`src/rtl/urv_trap_ctrl_pkg.sv`:
```
// Shared definitions for the uRV trap controller: CSR selectors, trap cause codes,
// mstatus bit positions and the trap FSM state encoding.
package urv_trap_ctrl_pkg;

   localparam logic [11:0] CSR_ID_MSTATUS  = 12'h300;
   localparam logic [11:0] CSR_ID_MIE      = 12'h304;
   localparam logic [11:0] CSR_ID_MTVEC    = 12'h305;
   localparam logic [11:0] CSR_ID_MSCRATCH = 12'h340;
   localparam logic [11:0] CSR_ID_MEPC     = 12'h341;
   localparam logic [11:0] CSR_ID_MCAUSE   = 12'h342;
   localparam logic [11:0] CSR_ID_MIP      = 12'h344;

   localparam logic [3:0] CAUSE_IRQ_EXT   = 4'd11;
   localparam logic [3:0] CAUSE_IRQ_TIMER = 4'd7;

   localparam int MSTATUS_MIE  = 3;
   localparam int MSTATUS_MPIE = 7;
   localparam int MIE_MEIE     = 11;
   localparam int MIE_MTIE     = 7;

   typedef enum logic [1:0] {
      ST_IDLE  = 2'd0,
      ST_TRAP  = 2'd1,
      ST_FLUSH = 2'd2
   } trap_state_t;

endpackage

```
`src/rtl/urv_sync_2ff.sv`:
```
// Two-flop synchronizer for a single asynchronous level, reset to 0.
module urv_sync_2ff (
   input  logic clk,
   input  logic rst_n,
   input  logic d,
   output logic q
);

   logic meta;

   always_ff @(posedge clk or negedge rst_n) begin
      if (!rst_n) begin
         meta <= 1'b0;
         q    <= 1'b0;
      end else begin
         meta <= d;
         q    <= meta;
      end
   end

endmodule

```
`src/rtl/urv_trap_ctrl.sv`:
```
// Machine-mode trap controller: owns the trap CSRs, takes exceptions/interrupts and
// blocks new traps during pipeline refill. Define URV_IRQ_SYNC_EN to synchronize irq_i.
//
// state | meaning
// IDLE  | accepting traps, CSR writes and mret on qualified cycles
// TRAP  | redirect cycle, x_redirect_o high, inputs ignored
// FLUSH | refill window, counter runs down from FLUSH_CYCLES, inputs ignored
module urv_trap_ctrl
   import urv_trap_ctrl_pkg::*;
#(
   parameter int unsigned FLUSH_CYCLES = 2,
   parameter logic [31:0] MTVEC_RESET  = 32'h0000_0008
) (
   input  logic        clk_i,
   input  logic        rst_n_i,
   input  logic        x_stall_i,
   input  logic        x_kill_i,
   input  logic        x_valid_i,
   input  logic [31:0] x_pc_i,
   input  logic        x_is_csr_i,
   input  logic [11:0] x_csr_sel_i,
   input  logic [31:0] x_csr_write_value_i,
   input  logic        x_exception_i,
   input  logic [3:0]  x_exception_cause_i,
   input  logic        x_is_mret_i,
   input  logic        irq_i,
   input  logic        irq_timer_i,
   output logic [31:0] csr_mstatus_o,
   output logic [31:0] csr_mip_o,
   output logic [31:0] csr_mie_o,
   output logic [31:0] csr_mtvec_o,
   output logic [31:0] csr_mepc_o,
   output logic [31:0] csr_mcause_o,
   output logic        x_redirect_o,
   output logic [31:0] x_redirect_pc_o
);

   localparam logic [3:0] FLUSH_LOAD = 4'(FLUSH_CYCLES);

   trap_state_t state;
   logic [3:0]  flush_cnt;
   logic        st_mie, st_mpie, ie_meie, ie_mtie;
   logic [29:0] mtvec, mepc;
   logic        mcause_int;
   logic [3:0]  mcause_code;
   logic        irq_s;
   logic        qual, trap_take, trap_int;
   logic [3:0]  trap_code;
   logic        pc_unused;

`ifdef URV_IRQ_SYNC_EN
   urv_sync_2ff u_irq_sync (
      .clk   (clk_i),
      .rst_n (rst_n_i),
      .d     (irq_i),
      .q     (irq_s)
   );
`else
   assign irq_s = irq_i;
`endif

   // PC is word aligned; the low bits are never stored.
   assign pc_unused = ^x_pc_i[1:0];

   assign qual = (state == ST_IDLE) && !x_stall_i && !x_kill_i && x_valid_i;

   always_comb begin
      trap_take = 1'b0;
      trap_int  = 1'b0;
      trap_code = x_exception_cause_i;
      if (qual) begin
         if (x_exception_i) begin
            trap_take = 1'b1;
         end else if (st_mie && irq_s && ie_meie) begin
            trap_take = 1'b1;
            trap_int  = 1'b1;
            trap_code = CAUSE_IRQ_EXT;
         end else if (st_mie && irq_timer_i && ie_mtie) begin
            trap_take = 1'b1;
            trap_int  = 1'b1;
            trap_code = CAUSE_IRQ_TIMER;
         end
      end
   end

   always_ff @(posedge clk_i or negedge rst_n_i) begin
      if (!rst_n_i) begin
         state           <= ST_IDLE;
         flush_cnt       <= 4'd0;
         st_mie          <= 1'b0;
         st_mpie         <= 1'b0;
         ie_meie         <= 1'b0;
         ie_mtie         <= 1'b0;
         mtvec           <= MTVEC_RESET[31:2];
         mepc            <= 30'd0;
         mcause_int      <= 1'b0;
         mcause_code     <= 4'd0;
         x_redirect_o    <= 1'b0;
         x_redirect_pc_o <= 32'd0;
      end else begin
         case (state)
            ST_IDLE: begin
               if (trap_take) begin
                  state           <= ST_TRAP;
                  mepc            <= x_pc_i[31:2];
                  st_mpie         <= st_mie;
                  st_mie          <= 1'b0;
                  mcause_int      <= trap_int;
                  mcause_code     <= trap_code;
                  x_redirect_o    <= 1'b1;
                  x_redirect_pc_o <= {mtvec, 2'b00};
               end else if (qual && x_is_mret_i) begin
                  st_mie  <= st_mpie;
                  st_mpie <= 1'b1;
               end else if (qual && x_is_csr_i) begin
                  case (x_csr_sel_i)
                     CSR_ID_MSTATUS: begin
                        st_mie  <= x_csr_write_value_i[MSTATUS_MIE];
                        st_mpie <= x_csr_write_value_i[MSTATUS_MPIE];
                     end
                     CSR_ID_MIE: begin
                        ie_meie <= x_csr_write_value_i[MIE_MEIE];
                        ie_mtie <= x_csr_write_value_i[MIE_MTIE];
                     end
                     CSR_ID_MTVEC: mtvec <= x_csr_write_value_i[31:2];
                     CSR_ID_MEPC:  mepc  <= x_csr_write_value_i[31:2];
                     CSR_ID_MCAUSE: begin
                        mcause_int  <= x_csr_write_value_i[31];
                        mcause_code <= x_csr_write_value_i[3:0];
                     end
                     default: ;
                  endcase
               end
            end
            ST_TRAP: begin
               x_redirect_o <= 1'b0;
               flush_cnt    <= FLUSH_LOAD;
               state        <= ST_FLUSH;
            end
            ST_FLUSH: begin
               if (flush_cnt <= 4'd1) begin
                  flush_cnt <= 4'd0;
                  state     <= ST_IDLE;
               end else begin
                  flush_cnt <= flush_cnt - 4'd1;
               end
            end
            default: state <= ST_IDLE;
         endcase
      end
   end

   assign csr_mstatus_o = {24'd0, st_mpie, 3'd0, st_mie, 3'd0};
   assign csr_mie_o     = {20'd0, ie_meie, 3'd0, ie_mtie, 7'd0};
   assign csr_mip_o     = {20'd0, irq_s, 3'd0, irq_timer_i, 7'd0};
   assign csr_mtvec_o   = {mtvec, 2'b00};
   assign csr_mepc_o    = {mepc, 2'b00};
   assign csr_mcause_o  = {mcause_int, 27'd0, mcause_code};

endmodule

```
`config.mk`:
```
export PLATFORM = sky130hd
export DESIGN_NAME = urv_trap_ctrl
export DESIGN_NICKNAME = d
export VERILOG_FILES = /design/src/rtl/urv_trap_ctrl_pkg.sv /design/src/rtl/urv_sync_2ff.sv /design/src/rtl/urv_trap_ctrl.sv
export SDC_FILE = /design/constraint.sdc
export NUM_CORES = 1
export LEC_CHECK = 0
export CORE_MARGIN = 2
export CORE_UTILIZATION = 40
export DETAILED_ROUTE_END_ITERATION = 10
export PLACE_DENSITY = 0.89
export SYNTH_ARGS = -nofsm -noshare
export SYNTH_HDL_FRONTEND = slang
export SYNTH_SLANG_ARGS = --single-unit
```
`constraint.sdc`:
```
create_clock -name clk_i -period 2.3 [get_ports clk_i]
set_input_delay 0.345 -clock clk_i [delete_from_list [all_inputs] [get_ports clk_i]]
set_output_delay 0.345 -clock clk_i [all_outputs]
set_load 0.02 [all_outputs]
```
==> results by group <==
Clock tree
  • CTS buffer count: 9
  • CTS clock-pin slew for the worst setup and hold paths: 0.08 ns
  • Clock Tree Buf Depth: 2
  • Clock H-tree levels: 3
  • CTS Root Cell: clkbuf_16
  • Sink Count: 106
  • Post-CTS Setup Bufs: 0
  • Clk_lat worst skew: 0.34 ns
  • TritonCTS clock tree: done

Logic synthesis
  • Synthesized flop and latch total: 106
  • Yosys cell types: 53
  • Synthesis Warnings: 0
  • Async set-reset flop share out of synthesis: 1.00
  • Cells after Synth: 540
  • Avg Inst Size Synth: 11.1 µm²
  • Syn Std Cell Area: 0.00599 mm²
  • Post-synth EDFFs: 0
  • Post-synthesis sequential area ratio: 0.443
  • Main synth FF type: dfrtp_1

Global routing
  • Gr usage total: 0.190
  • First-pass GRT wire length: 23.8 mm
  • Gr ovfl total: 0
  • Initial antenna violation count: 0
  • Pin count of the biggest net entering global routing: 53
  • Vias in the first global route: 4370

Cells and area
  • Commonest non-fill, non-tap cell in the layout: clkdlybuf4s50_1
  • Layout Cells excl Fill: 925
  • Post-Route Utilization: 0.547
  • Most frequent cells in the layout: clkdlybuf4s50_1, conb_1, dfrtp_1, nand2_1, o22ai_1
  • Layout filler cell count: 1260
  • Area of the multi-input gates: 0.00258 mm²
  • Final Cell Area: 0.00798 mm²
  • Seq. cell area: 0.00265 mm²
  • Area grow syn2layout: 33.3%
  • Share of cells above drive strength 1: 0.170
  • # diodes: 0
  • Final #Nets: 832

Floorplan
  • Die height: 126 µm
  • Row count: 44
  • Chip width: 126 µm
  • Core Region: 0.0146 mm²
  • Initial Util: 0.410
  • Die footprint: 0.0160 mm²
  • I/O pin count: 315

Worst setup path
  • R2r setup slk: 0.13 ns
  • Setup crit start kind: flop
  • CP required: 2.50 ns
  • Worst r2r path cells: 10
  • FF-to-FF End: mepc[14]$_DFFE_PN0P_
  • R2R Path Start: state[0]$_DFFE_PN0P_
  • Worst-path fanout max: 18
  • CP Class: reg -> reg
  • Arr. time, crit path: 2.37 ns
  • Crit end category: flop

Routing
  • Initial DRC Count: 204
  • Vias: 4322
  • DR WL/cell: 16.6 µm
  • DRC viols: 0
  • Post-DRT Antenna Nets: 0
  • Final wirelength: 15.3 mm
  • Avg Vias per Cell: 4.67
  • First-pass DRT Iterations: 4

STA
  • # setup viols final: 0
  • Hold slack: 0.476 ns
  • RSZ-0062 raised after global routing: no
  • Post-route worst setup slack: 0.132 ns
  • Period utilization: 0.943
  • Fmax: 461 MHz
  • Slew Viols, Final: 0
  • Slew margin rel.: 0.627
  • Post-Route Skew: 0.00804 ns
  • Setup_tns: 0 ns
  • Final Hold Fails: 0
  • Worst Tran Pin Value: 0.559 ns
  • Fin crit period: 2.17 ns

Power
  • Reg power frac: 0.368
  • Switching fraction of total power: 0.349
  • Maximum VDD drop: 450 µV
  • Sw Pwr: 2.39 mW
  • Clk pwr share: 0.231
  • Leak: 3.82 nW
  • Design Power: 6.83 mW
  • Comb pwr share: 0.400
  • P_int: 4.44 mW
  • Power Density: 856 mW/mm²

Worst hold path
  • Hold_sp: x_redirect_pc_o[23]$_DFFE_PN0P_
  • Worst hold path type: reg -> reg
  • Hold Path Depth: 2
  • Worst Hold End: x_redirect_pc_o[23]$_DFFE_PN0P_

Status
  • Status: complete, no violations

Place
  • GP Congestion: 0.870
  • PortBufs: 189
  • Setup WS pre-CTS: -0.0970 ns
  • Placed cell area: 0.00767 mm²
  • Dpl hpwl: 11.4 mm
  • Placed cells: 908

Job
  • # Max-Cap Violations: 0
[how the worst max path moves through the flow]
stage / endpoint / slack [ns] / from / cells after the start
6_report: mepc[14]$_DFFE_PN0P_ / 0.13 / state[0]$_DFFE_PN0P_ / 10
2_1_floorplan: mcause_code[3]$_DFFE_PN0P_ / 0.26 / state[0]$_DFFE_PN0P_ / 7
3_3_place_gp: mepc[15]$_DFFE_PN0P_ / -0.1 / x_kill_i / 9
3_5_place_dp: mepc[2]$_DFFE_PN0P_ / -0.1 / x_kill_i / 9
4_1_cts: mepc[16]$_DFFE_PN0P_ / 0.04 / state[1]$_DFFE_PN0P_ / 10
5_1_grt: mepc[16]$_DFFE_PN0P_ / 0.06 / state[1]$_DFFE_PN0P_ / 10
[registers in the layout (all words and copies together), names as in the netlist]
| register | count |
|---|---|
| x_redirect_o | 1 |
| st_mie | 1 |
| st_mpie | 1 |
| ie_mtie | 1 |
| mepc | 30 |
| mcause_int | 1 |
| mcause_code | 4 |
| state | 2 |
| x_redirect_pc_o | 30 |
| ie_meie | 1 |
| mtvec | 30 |
| flush_cnt | 4 |
[repair_timing]
item	4_1_cts	5_1_grt
resized for setup	0	1
setup endpoints to repair	0	30
hold endpoints to repair	30	0
hold buffers	1	0
[critical path, cell delays in order (launching register included)]
cell and delay [ns]:
dfrtp_1 0.39, inv_1 0.11, ha_1 0.19, and4bb_4 0.27
buf_4 0.15, nand2_1 0.11, o21ai_1 0.26, buf_4 0.17
a21oi_4 0.04, buf_12 0.17, a2bb2oi_2 0.14
[layer usage]
metal,global-route usage,share of wire
met1,0.234,0.40
met2,0.326,0.50
met4,0.0601,0.016
met3,0.0531,0.078
met5,0,0
[logic make-up (layout without fill, tap and decap cells)]
family                   Yosys count  after routing  synth area share
AND/OR/NAND/NOR                  135            135             0.103
flip-flops                       106            106             0.443
multiplexers                      38             38            0.0899
other                              1            123          0.000626
adder cells (fa/ha/maj)            6              6            0.0125
buffers and inverters            162            241             0.205
AO/OA/AOI/OAI                     92             92             0.145
[synthesized netlist by cell type (2+ instances only)]
master | n | share of area
mux2i_1 | 2 | 0.0033
buf_4 | 130 | 0.16
o22ai_1 | 32 | 0.033
dfrtp_1 | 105 | 0.44
nand2b_1 | 2 | 0.0021
nor2_1 | 8 | 0.0050
buf_2 | 2 | 0.0017
nand3_1 | 5 | 0.0042
nor3_1 | 5 | 0.0042
inv_1 | 8 | 0.0050
o21a_1 | 2 | 0.0025
a21oi_1 | 7 | 0.0059
or2_2 | 2 | 0.0021
nand2_1 | 97 | 0.061
o21ai_0 | 6 | 0.0050
ha_1 | 6 | 0.013
a2bb2oi_2 | 30 | 0.075
mux2_4 | 30 | 0.075
mux2_2 | 6 | 0.011
buf_6 | 7 | 0.013
o32ai_1 | 2 | 0.0029
clkbuf_1 | 7 | 0.0044
and2b_2 | 3 | 0.0044
clkbuf_8 | 7 | 0.016
[power by group through the flow]
| stage | logic, mW | registers, mW | clock network, mW |
|---|---|---|---|
| after floorplan | 1.41 | 2.89 | 0 |
| after global placement | 2.67 | 2.53 | 0 |
| after detailed placement | 2.74 | 2.55 | 0 |
| after CTS | 2.75 | 2.52 | 1.62 |
| after global routing | 2.90 | 2.57 | 1.71 |
| final | 2.73 | 2.52 | 1.58 |
[area by class of cell]
| class | count | share of cell area |
|---|---|---|
| Inverter | 8 | 0.00376 |
| Multi-Input combinational cell | 394 | 0.324 |
| Timing Repair Buffer | 217 | 0.273 |
| Tap cell | 184 | 0.0288 |
| Sequential cell | 106 | 0.333 |
| Clock inverter | 5 | 0.00768 |
| Clock buffer | 11 | 0.0304 |
No activity file was read; power rests on OpenSTA's default activity.
